## src/rtl/id_ex_stage_pkg.sv

```systemverilog
// Shared widths, control bundle and bubble constants for the ID/EX stage.
package id_ex_stage_pkg;

  localparam int unsigned DATA_W  = 16;
  localparam int unsigned REG_W   = 4;
  localparam int unsigned ALUOP_W = 4;
  localparam int unsigned CNT_W   = 16;

  // Decoded control bits carried down the pipe.
  typedef struct packed {
    logic               RegWrite;
    logic               MemRead;
    logic               MemWrite;
    logic               MemtoReg;
    logic               ALUSrc;
    logic [ALUOP_W-1:0] ALUOp;
  } ctrl_t;

  // Control word of an inserted bubble: no write-back, no memory access.
  localparam ctrl_t CTRL_NOP = '{
    RegWrite: 1'b0,
    MemRead:  1'b0,
    MemWrite: 1'b0,
    MemtoReg: 1'b0,
    ALUSrc:   1'b0,
    ALUOp:    '0
  };

  // Full contents of the ID/EX pipeline register.
  typedef struct packed {
    logic [REG_W-1:0]  rs;
    logic [REG_W-1:0]  rt;
    logic [REG_W-1:0]  rd;
    ctrl_t             ctrl;
    logic [DATA_W-1:0] rd1;
    logic [DATA_W-1:0] rd2;
    logic [DATA_W-1:0] imm;
    logic [DATA_W-1:0] pc2;
  } id_ex_t;

  // Bubble: specifiers point at R0 so no forwarding path ever matches it.
  localparam id_ex_t ID_EX_BUBBLE = '{
    rs:   '0,
    rt:   '0,
    rd:   '0,
    ctrl: CTRL_NOP,
    rd1:  '0,
    rd2:  '0,
    imm:  '0,
    pc2:  '0
  };

  // Source of the next ID/EX contents, in decreasing priority below reset.
  typedef enum logic [1:0] {
    UPD_HOLD,
    UPD_FLUSH,
    UPD_HAZARD,
    UPD_LOAD
  } upd_e;

  // Saturating increment for the bubble counter.
  function automatic logic [CNT_W-1:0] sat_inc(input logic [CNT_W-1:0] v);
    return (v == '1) ? v : v + CNT_W'(1);
  endfunction

endpackage

```

## src/rtl/id_ex_stage_load_use_detect.sv

```systemverilog
// Combinational load-use hazard detector: a load in EX whose destination
// is read as an ALU operand by the instruction in ID.
module load_use_detect
  import id_ex_stage_pkg::*;
(
  input  logic             ex_mem_read,
  input  logic [REG_W-1:0] ex_rd,
  input  logic [REG_W-1:0] id_rs,
  input  logic [REG_W-1:0] id_rt,
  input  logic             id_uses_rs,
  input  logic             id_uses_rt,
  input  logic             id_is_store,
  output logic             hz
);

  logic rs_dep;
  logic rt_dep;

  // Store data (Rt) is forwarded MEM-to-MEM, so only the base counts for stores.
  always_comb begin
    rs_dep = id_uses_rs && (ex_rd == id_rs);
    rt_dep = id_uses_rt && !id_is_store && (ex_rd == id_rt);
    hz     = ex_mem_read && (ex_rd != '0) && (rs_dep || rt_dep);
  end

endmodule

```

## src/rtl/id_ex_stage.sv

```systemverilog
// ID/EX pipeline register with load-use stall, bubble insertion,
// freeze/flush handling and a saturating bubble counter.
module id_ex_stage
  import id_ex_stage_pkg::*;
(
  input  logic               clk,
  input  logic               rst,
  input  logic               freeze,
  input  logic               flush,
  input  logic [REG_W-1:0]   IF_ID_Rs,
  input  logic [REG_W-1:0]   IF_ID_Rt,
  input  logic [REG_W-1:0]   IF_ID_Rd,
  input  logic               IF_ID_uses_rs,
  input  logic               IF_ID_uses_rt,
  input  logic               IF_ID_is_store,
  input  logic               IF_ID_RegWrite,
  input  logic               IF_ID_MemRead,
  input  logic               IF_ID_MemWrite,
  input  logic               IF_ID_MemtoReg,
  input  logic               IF_ID_ALUSrc,
  input  logic [ALUOP_W-1:0] IF_ID_ALUOp,
  input  logic [DATA_W-1:0]  IF_ID_rd1,
  input  logic [DATA_W-1:0]  IF_ID_rd2,
  input  logic [DATA_W-1:0]  IF_ID_imm,
  input  logic [DATA_W-1:0]  IF_ID_pc2,
  output logic [REG_W-1:0]   ID_EX_Rs,
  output logic [REG_W-1:0]   ID_EX_Rt,
  output logic [REG_W-1:0]   ID_EX_Rd,
  output logic               ID_EX_RegWrite,
  output logic               ID_EX_MemRead,
  output logic               ID_EX_MemWrite,
  output logic               ID_EX_MemtoReg,
  output logic               ID_EX_ALUSrc,
  output logic [ALUOP_W-1:0] ID_EX_ALUOp,
  output logic [DATA_W-1:0]  ID_EX_rd1,
  output logic [DATA_W-1:0]  ID_EX_rd2,
  output logic [DATA_W-1:0]  ID_EX_imm,
  output logic [DATA_W-1:0]  ID_EX_pc2,
  output logic               stall,
  output logic [CNT_W-1:0]   bubble_cnt
);

  id_ex_t           id_in;
  id_ex_t           id_ex_d, id_ex_q;
  logic [CNT_W-1:0] bubble_cnt_d, bubble_cnt_q;
  upd_e             upd;
  logic             hz;

  load_use_detect u_load_use_detect (
    .ex_mem_read (id_ex_q.ctrl.MemRead),
    .ex_rd       (id_ex_q.rd),
    .id_rs       (IF_ID_Rs),
    .id_rt       (IF_ID_Rt),
    .id_uses_rs  (IF_ID_uses_rs),
    .id_uses_rt  (IF_ID_uses_rt),
    .id_is_store (IF_ID_is_store),
    .hz          (hz)
  );

  // Gather the decoded ID instruction into one register word.
  always_comb begin
    id_in               = ID_EX_BUBBLE;
    id_in.rs            = IF_ID_Rs;
    id_in.rt            = IF_ID_Rt;
    id_in.rd            = IF_ID_Rd;
    id_in.ctrl.RegWrite = IF_ID_RegWrite;
    id_in.ctrl.MemRead  = IF_ID_MemRead;
    id_in.ctrl.MemWrite = IF_ID_MemWrite;
    id_in.ctrl.MemtoReg = IF_ID_MemtoReg;
    id_in.ctrl.ALUSrc   = IF_ID_ALUSrc;
    id_in.ctrl.ALUOp    = IF_ID_ALUOp;
    id_in.rd1           = IF_ID_rd1;
    id_in.rd2           = IF_ID_rd2;
    id_in.imm           = IF_ID_imm;
    id_in.pc2           = IF_ID_pc2;
  end

  // Pick the update source: freeze beats flush beats a load-use bubble.
  always_comb begin
    upd = UPD_LOAD;
    if (freeze)     upd = UPD_HOLD;
    else if (flush) upd = UPD_FLUSH;
    else if (hz)    upd = UPD_HAZARD;
  end

  // Next register contents; only load-use bubbles advance the counter.
  always_comb begin
    id_ex_d      = id_ex_q;
    bubble_cnt_d = bubble_cnt_q;
    unique case (upd)
      UPD_HOLD:   id_ex_d = id_ex_q;
      UPD_FLUSH:  id_ex_d = ID_EX_BUBBLE;
      UPD_HAZARD: begin
        id_ex_d      = ID_EX_BUBBLE;
        bubble_cnt_d = sat_inc(bubble_cnt_q);
      end
      UPD_LOAD:   id_ex_d = id_in;
      default:    id_ex_d = id_ex_q;
    endcase
  end

  // Pipeline register and counter; reset overrides freeze and flush.
  always_ff @(posedge clk) begin
    if (rst) begin
      id_ex_q      <= ID_EX_BUBBLE;
      bubble_cnt_q <= '0;
    end else begin
      id_ex_q      <= id_ex_d;
      bubble_cnt_q <= bubble_cnt_d;
    end
  end

  // Stall PC and IF/ID only when the bubble will actually be inserted.
  always_comb begin
    stall = hz && !flush && !freeze;
  end

  // Drive EX-facing outputs from the register.
  always_comb begin
    ID_EX_Rs       = id_ex_q.rs;
    ID_EX_Rt       = id_ex_q.rt;
    ID_EX_Rd       = id_ex_q.rd;
    ID_EX_RegWrite = id_ex_q.ctrl.RegWrite;
    ID_EX_MemRead  = id_ex_q.ctrl.MemRead;
    ID_EX_MemWrite = id_ex_q.ctrl.MemWrite;
    ID_EX_MemtoReg = id_ex_q.ctrl.MemtoReg;
    ID_EX_ALUSrc   = id_ex_q.ctrl.ALUSrc;
    ID_EX_ALUOp    = id_ex_q.ctrl.ALUOp;
    ID_EX_rd1      = id_ex_q.rd1;
    ID_EX_rd2      = id_ex_q.rd2;
    ID_EX_imm      = id_ex_q.imm;
    ID_EX_pc2      = id_ex_q.pc2;
    bubble_cnt     = bubble_cnt_q;
  end

endmodule

```

## config.mk

```make
export PLATFORM = sky130hd
export DESIGN_NAME = id_ex_stage
export DESIGN_NICKNAME = d
export VERILOG_FILES = /design/src/rtl/id_ex_stage_pkg.sv /design/src/rtl/id_ex_stage_load_use_detect.sv /design/src/rtl/id_ex_stage.sv
export SDC_FILE = /design/constraint.sdc
export NUM_CORES = 1
export LEC_CHECK = 0
export CAP_MARGIN = 0
export CORE_ASPECT_RATIO = 0.6
export CORE_MARGIN = 1.5
export CORE_UTILIZATION = 42
export DETAILED_ROUTE_END_ITERATION = 7
export PLACE_DENSITY_LB_ADDON = 0.08
export SLEW_MARGIN = 10
export SYNTH_ARGS = -nofsm -noshare
export SYNTH_HDL_FRONTEND = slang
export SYNTH_HIERARCHICAL = 1
export SYNTH_SLANG_ARGS = --single-unit
```

## constraint.sdc

```tcl
create_clock -name clk -period 4.5 [get_ports clk]
set_input_delay 0.45 -clock clk [delete_from_list [all_inputs] [get_ports clk]]
set_output_delay 0.45 -clock clk [all_outputs]
set_load 0.01 [all_outputs]
```

---- Word level (Yosys, flattened, before mapping) ----
Cells that the tools add are included.
cells by class
  add/sub/neg operators ................... 1
  $mul .................................... 0
  div/mod/pow operators ................... 0
  order comparisons ....................... 0
  equal/unequal tests ..................... 6
  shift operators ......................... 0
  multiplexer cells ....................... 4
  bitwise gates (word level) .............. 1
  reductions and logical operators ........ 15
operators with widths
  operator               count
  $pmux 85 s2            1
  $add 16x1->16 const B  1
  $eq 16x16->1 const B   1
  $eq 4x4->1             2
  $logic_and 1x1->1      7
  $eq 2x2->1 const B     2
  $mux 2                 2
  $reduce_bool 4->1      1
  $logic_not 1->1        3
  $eq 2x1->1 const B     1
  $logic_not 2->1        1
  $reduce_and 2->1       1
  $reduce_or 2->1        1
  $logic_or 1x1->1       1
  $mux 1                 1
  $not 1->1              1
word-level totals
  register bits ........................... 101
  bits in latches ......................... 0
  memory bits (writable) .................. 0
  ROM bits ................................ 0
  input bits .............................. 92
  memories ................................ 0

---- Longest topological paths before layout ----
Gate-level depths: netlist (run 1).
  depth in word-level cells ............... 11
  gate-level depth with buffers ........... 9

---- Modules after synthesis ----
The synthesis (run 1) kept the hierarchy.
modules (own cells, without submodules)
  module           times used  cells an instance  area each (µm²)  sequential area each (µm²)
  id_ex_stage      1           384                3,633.5          2,021.9
  load_use_detect  1           14                 107.6            0.0

---- Worst setup path after synthesis (run 1) ----
Ideal clock, no wire load.
  kind .................................... in2reg
  start point ............................. input IF_ID_Rs[3]
  end point ............................... register bubble_cnt_q[9], in the netlist bubble_cnt[9]
  arrival time ............................ 2,317 ps
  path slack .............................. 2,062 ps
  cell stages on the path ................. 9
  cell sequence ........................... xor2_1 > nor3_1 > nand3_1 > a21oi_1 > or3b_4 > clkinv_2 > nand3_2 > nor4b_1 > mux2_2
between the ends
  longest elaborated chain between the ends .. 9
RTL lines
  what                        line                               source
  start: declaration          id_ex_stage.sv:10                  input logic [REG_W-1:0] IF_ID_Rs,
  $eq 4x4->1                  id_ex_stage_load_use_detect.sv:21  rs_dep = id_uses_rs && (ex_rd == id_rs);
  $logic_and 1x1->1           id_ex_stage_load_use_detect.sv:21
  $logic_or 1x1->1            id_ex_stage_load_use_detect.sv:23  hz = ex_mem_read && (ex_rd != '0) && (rs_dep || rt_dep);
  $logic_and 1x1->1           id_ex_stage_load_use_detect.sv:23
  named net hz                id_ex_stage.sv:47                  logic hz;
  $mux 1                      id_ex_stage.sv:83                  else if (hz) upd = UPD_HAZARD;
  $mux 2                      id_ex_stage.sv:82                  else if (flush) upd = UPD_FLUSH;
  $mux 2                      id_ex_stage.sv:81                  if (freeze) upd = UPD_HOLD;
  $eq 2x2->1                  id_ex_stage.sv:90                  unique case (upd)
  $reduce_and 2->1 (no line)  -
  end signal: assignment      id_ex_stage.sv:109                 bubble_cnt_q <= bubble_cnt_d;
  end: declaration            id_ex_stage.sv:45                  logic [CNT_W-1:0] bubble_cnt_d, bubble_cnt_q;
The timed path passes the listed nets, and every way through them passes these cells.
A chain may end at the register's enable or synchronous reset.

---- Worst setup path in the final report (run 1) ----
  start point ............................. input IF_ID_Rs[3]
  end point ............................... output stall
between the ends
  longest elaborated chain between the ends .. 6
RTL lines
  what                             line                               source
  $eq 4x4->1                       id_ex_stage_load_use_detect.sv:21
  $logic_and 1x1->1                id_ex_stage_load_use_detect.sv:21
  $logic_or 1x1->1                 id_ex_stage_load_use_detect.sv:23
  $logic_and 1x1->1                id_ex_stage_load_use_detect.sv:23
  named net hz                     id_ex_stage.sv:47
  $logic_and 1x1->1 (2 in series)  id_ex_stage.sv:115                 stall = hz && !flush && !freeze;
  end: declaration                 id_ex_stage.sv:39                  output logic stall,
The timed path passes the listed nets, and every way through them passes these cells.

==> results.md, run 1 <==
* CTS tree: done
* FFs w/ async S/R, synth at 0%
* Row count at 26
* Grt total ovfl at 0
* Dpl cells at 676
* Leakage at 2.19 nW
* Clk_skew at 6.62 ps
* Layout cell share with drive strength beyond 1 at 5.69%
* Final nets at 668
* Worst Path Required at 4050 ps
* Syn Inst Count at 398
* Fin crit period at 3110 ps
* RSZ-0062 raised after global routing: false
* Hold path endpoint: ID_EX_rd1[8]
* Reg2reg path depth at 9
* Synthesized flop and latch total at 101
* Via density at 5.29
* Slew headroom at 27.7%
* Fin Setup TNS at 0 ps
* Sequential share of power at 49.1%
* # Post-CTS Setup Buffers at 0
* Reg-to-Reg End: bubble_cnt[11]
* Top cell type's share of synthesized area at 54.0%
* Die W at 125 um
* Core area at 8590 sq um
* WHS at 505 ps
* Clock Pin Slew Worst Setup and Hold Paths at 60 ps
* Die area at 9500 sq um
* First-pass GRT wire length at 17900 um
* Post-synth EDFFs at 0
* Top FF cell, synth: dfxtp_1
* CP startpoint kind: input port
* DP HPWL at 7270 um
* Avg Cell Area, Syn at 9.40 sq um
* Worst-Margin Slew at 1090 ps
* Post-Place Setup Slack at 1340 ps
* PwrDens at 318 nW/um^2
* Antenna diode count at 0
* Mapped cell area at 3740 sq um
* HP Start: ID_EX_rd1[8]
* Internal at 1.47 mW
* Final worst path period share at 69.1%
* DRT Pass-1 Iters at 5
* Crit path kind: input port to output port
* Beginning of the worst register-to-register path: ID_EX_Rd[1]
* Hold Fails Final Rpt at 0
* Setup ws final at 1390 ps
* Crit-path max FO at 5
* Routed WL at 10800 um
* Count of cell types in the netlist at 38
* GRT Overall Usage at 23.0%
* Clock power share at 38.2%
* Worst hold stages at 2
* Seq/Total Area, Yosys at 54.0%
* Top post-synthesis cells by area: dfxtp_1 54%, a22oi_1 17%, nor2_1 9.6%, clkbuf_1 1.9%, mux2_2 1.5%
* R2r setup slk at 1850 ps
* Die Y at 76.1 um
* Max Root-Sink Buffers at 2
* Vias at 3659
* Drt wl/cell at 15.6 um
* Critical Path Sink Type: output port
* DR iter-0 viols at 278
* Post-Layout Cell Count at 692
* Hold Path Class: flip-flop to flip-flop
* DRC viols at 0
* Most frequent CP cell: clkdlybuf4s50_1
* Sink Count at 101
* Synth Net Count at 491
* # resized after CTS at 0
* Root Buffer: clkbuf_16
* # IOs at 194
* Post-layout util at 69.9%
* Cts bufs inserted at 9
* WP data arrival at 2660 ps
* Max Slew Vio Count at 0
* Initial antenna violation count at 0
* Crit-path cells: clkdlybuf4s50_1, xor2_1, nor3_1, nand3_1, a21oi_1, or3b_4, clkinv_2, clkdlybuf4s50_1
* Max Clk Rate at 0.321 GHz
* Fill cells at 704
* YS warnings at 6
* Switch Pwr at 0.441 mW
* Slowest cell on crit path: clkdlybuf4s50_1
* Max-Cap Viols at 0
* Setup violations, final at 0
* Largest net degree at the start of global routing at 108
* P&R area growth vs syn at 60.6%
* IO Port Bufs at 193
* Post-synth top area cell: dfxtp_1
* VDD IR max at 0.194 mV
* Cts hold-fix bufs at 0
* Status: completed
* Post-route ant nets at 0
* Htree depth at 3
* Net Sw Frac at 23.0%
* Combinational power share at 12.7%
* Routability Congestion at 0.799
* Initial Utilization at 43.6%
* Vias in the first global route at 3579
* Slowest cell delay on critical path at 530 ps
* Worst-Skew Late Latency at 340 ps
## area by class of cell
cell class,count,area (sq um),area share [%]
Clock buffer,11,253,4.21
Clock inverter,5,35.0,0.583
Inverter,3,12.5,0.208
Multi-Input combinational cell,264,1600,26.6
Sequential cell,101,2020,33.7
Tap cell,112,140,2.33
Timing Repair Buffer,196,1950,32.4
## synthesized netlist by cell type, types with 2 or more instances
library cell / n
nand4_1: 2
nor4_1: 5
nor2b_1: 5
xnor2_1: 2
or4_1: 4
nor3_1: 11
buf_1: 10
o31ai_1: 4
dfxtp_1: 101
xor2_1: 6
a31oi_1: 2
a21oi_1: 7
mux2i_1: 2
nand2_1: 3
nor2_1: 96
clkbuf_1: 19
a22oi_1: 85
nand2b_1: 2
inv_1: 2
nand3_1: 8
mux2_2: 5
## per-stage QoR
stage | area [sq um] | power [mW]
finish | 6010 | 1.91
global route | 6010 | 2.00
CTS | 6010 | 1.94
detailed placement | 5720 | 1.20
global placement | 5720 | 1.20
floorplan | 3740 | 1.05
## worst max-delay path by stage
stage	start	slack (ps)	cells after the start	endpoint
floorplan	IF_ID_Rs[3]	2060	9	bubble_cnt[9]
global placement	IF_ID_Rs[3]	1400	8	stall
detailed placement	IF_ID_Rs[3]	1340	10	bubble_cnt[11]
CTS	IF_ID_Rs[3]	1380	8	stall
global route	IF_ID_Rs[3]	1260	8	stall
finish	IF_ID_Rs[3]	1390	8	stall
## logic make-up (layout without fill, tap and decap cells)
kind of cell	after synthesis	in the layout	synth area share [%]
AO/OA/AOI/OAI	101	101	19.9
XOR/XNOR	8	8	1.87
adder cells (fa/ha/maj)	1	1	0.334
flip-flops	101	101	54.0
multiplexers	7	7	2.04
AND/OR/NAND/NOR	147	147	18.5
buffers and inverters	33	215	3.38
## flip-flops by register name, summed over array words and instances, names as in the netlist
signal	flops
ID_EX_MemRead	1
ID_EX_pc2	16
ID_EX_rd2	16
ID_EX_MemWrite	1
ID_EX_rd1	16
ID_EX_Rt	4
ID_EX_Rd	4
ID_EX_MemtoReg	1
ID_EX_ALUSrc	1
bubble_cnt	16
ID_EX_ALUOp	4
ID_EX_Rs	4
ID_EX_RegWrite	1
ID_EX_imm	16
## routing by layer
metal	share of wire, %	wire length (um)	GRT usage (%)
met5	0	0	0
met4	0	0	5.23
met3	9.4	1020	10.8
met2	47	5120	36.8
met1	43	4660	28.4
## power by group through the flow
stage | combinational [mW] | clock [mW] | sequential [mW]
after global routing | 0.263 | 0.792 | 0.943
after global placement | 0.239 | 0 | 0.958
after detailed placement | 0.243 | 0 | 0.959
after CTS | 0.244 | 0.758 | 0.939
after floorplan | 0.0751 | 0 | 0.972
final | 0.242 | 0.731 | 0.939
## cells in the final DEF (no fill, tap or decap), drive strengths merged, types with 3 or more instances in the layout
cell,Yosys,final
dfxtp,101,101
o31ai,4,4
nand2,3,3
mux2,5,5
clkbuf,19,11
a21oi,7,7
clkinv,1,5
or4,4,4
nand4,3,3
buf,11,5
a22oi,85,85
nor4,5,5
clkdlybuf4s50,0,191
nor2b,5,5
nor2,96,96
xor2,6,6
nor3,11,11
nand3,9,9
## critical path, delay by kind of cell
kind / cells / cell delay [ps]
buffers and inverters: 3 / 1070
and+or+nand+nor: 3 / 740
AOI/OAI and AO/OA: 1 / 210
xor gates and xnor gates: 1 / 190
No activity file was read; power rests on OpenSTA's default activity.
==> run 2: changes to the inputs <==
CORE_UTILIZATION = 36   (was 42)
clock period = 2.6 ns   (was 4.5 ns; I/O delays follow)
==> run 2 against run 1 <==
Combinational power grew 78%. Non-clock buffer count grew 12. Wire length grew 1.8%. Sequential share of layout area shrank 0.90 points. Highest routed layer is now met4.
==> results.md, run 2 (synthesis gave the netlist of run 1 again) <==
* Status: completed
* Most common cell after layout, fill and taps aside: clkdlybuf4s50_1
* Most frequent cells in the layout: 190 x clkdlybuf4s50_1, 99 x dfxtp_1, 96 x nor2_1
* Post-route ant nets at 0 (unchanged)
* Worst-Skew Late Latency at 340 ps (about the same)
* Drt wl/cell at 15.1 um (-3.1%)
* Core area at 9980 sq um (+16%)
* Tot Pwr at 3.41 mW (+78%)
* CTS tree: done
* Clk_skew at 6.50 ps (-0.125 ps)
* Worst-Margin Slew at 927 ps (-158 ps)
* IO Port Bufs at 193 (unchanged)
* Via density at 5.11 (-3.4%)
* Reg2reg path depth at 8 (-1)
* Cts bufs inserted at 9 (unchanged)
* Max-Cap Viols at 0 (unchanged)
* Setup violations, final at 0 (unchanged)
* Slew headroom at 38.2% (+11 points)
* Layout cell share with drive strength beyond 1 at 8.28% (+2.6 points)
* Die W at 135 um (+7.8%)
* DP HPWL at 7440 um (+2.3%)
* Max Clk Rate at 0.400 GHz
* Max Slew Vio Count at 0 (unchanged)
* Hold Fails Final Rpt at 0 (unchanged)
* Fin crit period at 2500 ps
* Post-Layout Cell Count at 727 (+5.1%)
* Internal at 2.61 mW (+77%)
* Net Sw Frac at 23.3% (+0.28 points)
* CP Depth at 9 (+1)
* Clock Pin Slew Worst Setup and Hold Paths at 70 ps (about the same)
* Worst Path Required at 2340 ps (-1710 ps)
* CP top delay family: buffers and inverters
* # IOs at 194 (unchanged)
* Clock power share at 39.7% (+1.5 points)
* Critical Path Sink Type: output port
* Initial antenna violation count at 0 (unchanged)
* R2r setup slk at 140 ps (-1710 ps)
* Final nets at 680 (+1.8%)
* Vias in the first global route at 3465 (-3.2%)
* DRC viols at 0 (unchanged)
* WHS at 453 ps (-52.8 ps)
* Vias at 3713 (+1.5%)
* Routed WL at 11000 um (+1.8%)
* DR iter-0 viols at 234 (-16%)
* Die Y at 82.0 um (+7.7%)
* Grt total ovfl at 0 (unchanged)
* Sequential share of power at 47.7% (-1.4 points)
* PwrDens at 551 nW/um^2 (+73%)
* First-pass GRT wire length at 17500 um (-2.2%)
* WP data arrival at 2240 ps (-420 ps)
* GRT Overall Usage at 20.0% (-3.0 points)
* Post-Place Setup Slack at -285 ps (-1620 ps)
* Combinational power share at 12.7% (about the same)
* DRT Pass-1 Iters at 5 (unchanged)
* Routability Congestion at 0.781 (-2.2%)
* Htree depth at 3 (unchanged)
* Antenna diode count at 0 (unchanged)
* Die area at 11000 sq um (+16%)
* Crit path kind: input port to output port
* Slowest cell on crit path: clkdlybuf4s50_1
* Leakage at 2.26 nW (+3.6%)
* Final worst path period share at 96.2%
* Crit-path max FO at 4 (-1)
* Crit path buffers/inverters at 4 (+1)
* Cts hold-fix bufs at 0 (unchanged)
* Root Buffer: clkbuf_16
* VDD IR max at 0.395 mV (+100%)
* Dpl cells at 711 (+5.2%)
* Setup ws final at 99.1 ps (-1290 ps)
* Largest net degree at the start of global routing at 87 (-19%)
* Crit-path cells: clkdlybuf4s50_1, xor2_1, nor3_1, nand3_1, a21oi_2, or3b_4, clkinv_2, buf_4, dlygate4sd2_1
* Worst hold stages at 2 (unchanged)
* Fin Setup TNS at 0 ps (unchanged)
* Hold Path Class: input port to flip-flop
* Sink Count at 101 (unchanged)
* Row count at 28 (+7.7%)
* Max Root-Sink Buffers at 2 (unchanged)
* P&R area growth vs syn at 65.2%
* RSZ-0062 raised after global routing: false
* Switch Pwr at 0.794 mW (+80%)
* CP startpoint kind: input port
* Slowest cell delay on critical path at 440 ps (-90 ps)
* Initial Utilization at 37.5% (-6.1 points)
## run 2: cell type report
class | instances | area [sq um]
inverters | 3 | 12.5
clock buffers | 10 | 229
well taps | 135 | 169
flip-flops and latches | 101 | 2020
clock inverters | 6 | 70.1
repair buffers | 208 | 2060
multi-input cells | 264 | 1610
fillers | 878 | 3800
## run 2: what timing repair did
| item | CTS | global route |
|---|---|---|
| endpoints found under the setup margin | 1 | 2 |
| endpoints found under the hold margin | 0 | 0 |
| pin swaps | 0 | 0 |
| buffers inserted | 0 | 0 |
| gates resized for setup | 4 | 2 |
## run 2: metrics by stage
stage	utilization (%)	instance area [sq um]
CTS	61.8	6170
global placement	58.7	5860
floorplan	-	3740
finish	61.9	6180
global route	61.9	6180
detailed placement	58.7	5860
## run 2: path summary, 6_finish.rpt
path	start	end
min reg2reg	ID_EX_rd1[14]	ID_EX_rd1[14]
max	IF_ID_Rs[3]	stall
min	rst	ID_EX_Rs[2]
max reg2reg	ID_EX_Rd[3]	bubble_cnt[10]
## run 2: worst register-to-register path, cell delays in order, from the launching register on
cell and delay, ps:
dfxtp_2 360, xor2_1 160, nor3_1 200, nand3_1 120, a21oi_2 160, or3b_4 420
or2_1 270, nor4_1 300, mux2_2 370
## run 2: metal layers
| layer | share of wire, % | global-route usage, % | wire (um) | up-vias |
|---|---|---|---|---|
| met5 | 0 | 0 | 0 | - |
| met4 | 0.24 | 4.19 | 26 | 0 |
| met3 | 8.4 | 8.15 | 923 | 2 |
| met2 | 46 | 32.2 | 5090 | 128 |
| met1 | 45 | 25.6 | 4960 | 1766 |
| li1 | - | - | - | 1817 |
## run 2: power by group through the flow
| stage | Clock, mW | Sequential (mW) | Combinational (mW) |
|---|---|---|---|
| floorplan | 0 | 1.68 | 0.130 |
| global placement | 0 | 1.66 | 0.428 |
| detailed placement | 0 | 1.66 | 0.433 |
| CTS | 1.40 | 1.62 | 0.435 |
| global route | 1.46 | 1.63 | 0.468 |
| finish | 1.35 | 1.62 | 0.431 |
==> patch 1: new RTL, settings of run 2 <==
`DATA_W`: 16 -> 32.
--- a/src/rtl/id_ex_stage_pkg.sv
+++ b/src/rtl/id_ex_stage_pkg.sv
@@ -2,5 +2,5 @@
 package id_ex_stage_pkg;
 
-  localparam int unsigned DATA_W  = 16;
+  localparam int unsigned DATA_W  = 32;
   localparam int unsigned REG_W   = 4;
   localparam int unsigned ALUOP_W = 4;
Interface: changed (8 resized); port bits go from 194 to 322. The function was not compared with the original's and may differ.
==> patch 1 against run 2 <==
Critical path depth fell by 2; routed wire length rose by 74%; setup slack improved by 0.10 ns; final area rose by 59%; sequential cell count rose by 64; total power rose by 69%; first-iteration DRC count rose by 48%; global-route usage rose by 2.1 points; area after synthesis rose by 56%; critical path type is now flip-flop to output port; register-to-register slack improved by 0.06 ns.
==> patch 1: results (changes against run 2) <==
| Metric | Value |
|---|---|
| Post-synth top cells | dfxtp_1, nor2_1, a22oi_1 (unchanged) |
| Post-CTS setup buffers | 1 (was 0) |
| Register-to-Register Path Depth | 9 (was 8) |
| Worst Hold Margin | 0.3901 ns (was 0.4526 ns) |
| Switching pwr | 1.436 mW (was 0.7942 mW) |
| Reg2reg setup slack | 0.20 ns (was 0.14 ns) |
| Critical R2R Capture | bubble_cnt[9] (was bubble_cnt[10]) |
| Placed Instances | 1094 (was 711) |
| Critical Path AT | 2.14 ns (was 2.24 ns) |
| GRT Overall Usage | 22.10% (was 20.04%) |
| Sequential fraction of the synthesis area | 56.43% (was 54.05%) |
| Post-place instance area | 9234 um2 (was 5863 um2) |
| Largest net degree at the start of global routing | 105 (was 87) |
| Slew HR | 45.49% (was 38.17%) |
| First-pass GRT wire length | 30.00 mm (was 17.51 mm) |
| Critical-path top delay cell | dfxtp_1 (was clkdlybuf4s50_1) |
| Latest clock arrival within the worst-skew pair | 0.41 ns (was 0.34 ns) |
| Mapped Nets | 769 (was 491) |
| WL/cell | 16.96 um (was 15.12 um) |
| Top post-synthesis cells by area | dfxtp_1, a22oi_1, nor2_1 (unchanged) |
| CTS Buf Count | 17 (was 9) |
| Status | finished, final reports clean (unchanged) |
| Number of fillers in the final layout | 1293 (was 878) |
| Post-CTS Resized | 3 (was 4) |
| Clk_skew | 0.01329 ns (was 0.006498 ns) |
| Post-DP HPWL | 13.57 mm (was 7.437 mm) |
| Layout cells sized above 1 | 6.061% (was 8.277%) |
| Hold Path Sink | ID_EX_rd1[24] (was ID_EX_Rs[2]) |
| Via count | 5845 (was 3713) |
| Iter 0 DRT Violations | 346 (was 234) |
| Max H-tree Level | 4 (was 3) |
| Post-Synth Adder-Cell Area | 0.2138% (was 0.3344%) |
| LEAKAGE | 3.598 nW (was 2.265 nW) |
| Drt total wl | 19.12 mm (was 10.99 mm) |
| Placer's final routability congestion estimate | 0.8878 (was 0.7812) |
| Post-layout util | 62.74% (was 61.89%) |
| Clock slew at reported path FFs | 0.07 ns (about the same) |
| Initial antenna violation count | 0 (unchanged) |
| Post-Synth XOR/XNOR Area | 1.197% (was 1.873%) |
| Post-place setup slack | -0.1810 ns (was -0.2848 ns) |
| Compound-gate portion of the synthesized area | 21.78% (was 19.87%) |
| Crit-path max cell delay | 0.38 ns (was 0.44 ns) |
| Synth Area per Inst | 9.564 um2 (was 9.400 um2) |
| Worst vdd rail ir drop | 351.0 uV (was 395.0 uV) |
| IO buf count | 321 (was 193) |
| Hold crit path type | primary input to flip-flop (unchanged) |
| Reg-to-Reg Start | ID_EX_Rd[0] (was ID_EX_Rd[3]) |
| Mux contribution to synthesized area | 0.7482% (was 2.040%) |
| Crit Path Max Fanout | 5 (was 4) |
| Critical path's top delay family | simple AND/OR/NAND/NOR gates (was buffers and inverters) |
==> patch 1: cell count changes after synthesis, sizes merged, moves of 3 or more <==
cell and change:
nor2 +60, a21oi +3, dfxtp +64, nor3 -3, a211oi +4, nand2 +3, clkbuf +23, a22oi +64
==> patch 1: cell type report <==
type | count | share of cell area, %
Clock inverter | 13 | 1.161
Multi-Input combinational cell | 391 | 23.77
Sequential cell | 165 | 33.69
Tap cell | 203 | 2.590
Inverter | 2 | 0.07654
Clock buffer | 19 | 4.516
Timing Repair Buffer | 334 | 34.20
==> patch 1: layer usage <==
metal,vias up,global-route usage [%],part of all wire (%)
met4,0,7.484,1.9
met2,220,36.63,47
li1,2806,-,-
met5,-,0,0
met1,2793,26.65,42
met3,26,8.480,8.7
==> patch 1: power by group through the flow <==
stage	combinational [mW]	clock [mW]	sequential [mW]
after floorplan	0.219	0	2.76
after global placement	0.722	0	2.72
after detailed placement	0.733	0	2.72
after CTS	0.737	2.44	2.67
after global routing	0.789	2.56	2.68
final	0.730	2.37	2.67
==> patch 1: cells by family (layout without fill, tap and decap cells) <==
logic type	after synthesis	in the layout
xor+xnor	8	8
flops	165	165
mux	4	4
fa+ha+maj	1	1
buf+inv	56	368
compound gates	173	173
simple gates	205	205
==> patch 1: how the worst max path moves through the flow <==
| stage | start | endpoint | slack [ns] | cells after the start |
|---|---|---|---|---|
| after floorplan | ID_EX_Rd[1] | bubble_cnt[11] | 0.26 | 9 |
| after global placement | IF_ID_Rs[3] | bubble_cnt[11] | -0.17 | 9 |
| after detailed placement | IF_ID_Rs[3] | bubble_cnt[11] | -0.18 | 9 |
| after CTS | ID_EX_Rd[0] | bubble_cnt[11] | 0.18 | 9 |
| after global routing | ID_EX_Rd[1] | bubble_cnt[15] | 0.009 | 9 |
| final | ID_EX_Rd[0] | stall | 0.20 | 7 |
==> patch 2: new RTL, config.mk and constraints of run 2 <==
Without the edit above. Register the output `bubble_cnt`; this adds one clock of latency there. The other outputs are not delayed to match.
--- a/src/rtl/id_ex_stage.sv
+++ b/src/rtl/id_ex_stage.sv
@@ -40,4 +40,6 @@
   output logic [CNT_W-1:0]   bubble_cnt
 );
+
+  logic [CNT_W-1:0] bubble_cnt_c;
 
   id_ex_t           id_in;
@@ -131,5 +133,9 @@
     ID_EX_imm      = id_ex_q.imm;
     ID_EX_pc2      = id_ex_q.pc2;
-    bubble_cnt     = bubble_cnt_q;
+    bubble_cnt_c   = bubble_cnt_q;
+  end
+
+  always_ff @(posedge clk) begin
+    bubble_cnt <= bubble_cnt_c;
   end
 
Function: changed (Yosys sat finds a counterexample within 4 cycles, from zero or initial values and one cycle with rst high).
==> patch 2 against run 2 <==
The run now ends with DRC left; sequential share of layout area rose by 1.8 points; routed wire length rose by 12%; sequential cell count increased by 16; via count increased by 4.7%; area after synthesis grew 7.8%; final area rose by 9.7%; non-clock buffer count shrank 1; total power rose by 38%; global-route usage rose by 0.43 points; setup slack better by 0.024 ns.
==> patch 2: results (changes against run 2) <==
| Metric | Value |
|---|---|
| Status | finished with violations (was finished, final reports clean) |
| Failing checks | DRC |
| Worst Hold Margin | 0.2943 ns (was 0.4526 ns) |
| Synth unique cells | 35 (was 38) |
| Reg2reg setup slack | 0.12 ns (was 0.14 ns) |
| Crit Path Max Fanout | 6 (was 4) |
| Worst vdd rail ir drop | 494.4 uV (was 395.0 uV) |
| Max H-tree Level | 4 (was 3) |
| WL/cell | 16.08 um (was 15.12 um) |
| First-pass GRT wire length | 19.26 mm (was 17.51 mm) |
| Via count of the first global-routing pass | 3758 (was 3465) |
| Placer's final routability congestion estimate | 0.7979 (was 0.7812) |
| Layout cells sized above 1 | 9.615% (was 8.277%) |
| Iter 0 DRT Violations | 283 (was 234) |
| Layout Cells excl Fill | 763 (was 727) |
| Router iterations before antenna repair | 8 (was 5) |
| Post-DP HPWL | 8.193 mm (was 7.437 mm) |
| LEAKAGE | 2.490 nW (was 2.265 nW) |
| Fmax achieved | 403.7 MHz (was 399.9 MHz) |
| Placed Instances | 731 (was 711) |
| DR DRC count | 10 (was 0) |
| Final #Nets | 704 (was 680) |
| Sequential fraction of the synthesis area | 58.08% (was 54.05%) |
| Vias per inst | 5.093 (was 5.107) |
| Critical R2R Capture | bubble_cnt_c[9] (was bubble_cnt[10]) |
| Clk_skew | 0.01210 ns (was 0.006498 ns) |
| Post-place instance area | 6151 um2 (was 5863 um2) |
| CTS Buf Count | 17 (was 9) |
| GRT Overall Usage | 20.47% (was 20.04%) |
| Crit start category | flip-flop (was primary input) |
| Top post-synthesis cells by area | dfxtp_1, a22oi_1, nor2_1 (unchanged) |
| Critical Path AT | 2.76 ns (was 2.24 ns) |
| Critical-path top delay cell | or4_4 (was clkdlybuf4s50_1) |
| Post-place setup slack | -0.3060 ns (was -0.2848 ns) |
| Slew HR | 39.34% (was 38.17%) |
| Post-CTS Resized | 1 (was 4) |
patch 2: cell types whose count changed in the layout (fill, tap and decap cells not counted), moves of 4 or more:
cell and change:
o21ai_0 +6, clkinvlp_4 +4, nor2_1 -6, dfxtp_1 +15, clkbuf_16 +8, a21oi_1 +4, or3_1 +7
patch 2: final cells by class:
cell class | count | area (um2)
Clock buffer | 18 | 439.2
Clock inverter | 14 | 177.7
Fill cell | 870 | 3959
Inverter | 4 | 15.01
Multi-Input combinational cell | 264 | 1580
Sequential cell | 117 | 2346
Tap cell | 139 | 173.9
Timing Repair Buffer | 207 | 2049
patch 2: cell families (layout without fill, tap and decap cells):
logic type	count (synthesis)	in the layout	synth area share [%]
adders and majority gates	1	1	0.3102
buffers and inverters	37	243	3.537
muxes	3	3	0.8377
AOI/OAI and AO/OA	111	111	19.64
and+or+nand+nor	141	141	15.85
DFF	117	117	58.08
xor gates and xnor gates	8	8	1.738
patch 2: layer usage:
layer | up-vias | track usage (%) | wire, um
met4 | 0 | 8.517 | 215
met2 | 152 | 31.34 | 5399
met1 | 1823 | 25.38 | 5533
met5 | - | 0 | 0
li1 | 1898 | - | -
met3 | 13 | 8.973 | 1122
patch 2: worst min path at each step:
stage,startpoint,end,cells after the start
global placement,bubble_cnt_c[5],bubble_cnt[5],0
CTS,rst,ID_EX_imm[6],2
finish,rst,ID_EX_pc2[12],2
detailed placement,bubble_cnt_c[5],bubble_cnt[5],0
floorplan,bubble_cnt_c[5],bubble_cnt[5],0
global route,rst,ID_EX_imm[4],2
patch 2: power by group:
| part | switching [mW] | internal [mW] | leakage, nW |
|---|---|---|---|
| Combinational | 0.174 | 0.255 | 1.25 |
| Sequential | 0.0292 | 1.84 | 0.953 |
| Clock | 0.847 | 1.54 | 0.289 |
| Total | 1.05 | 3.64 | 2.49 |
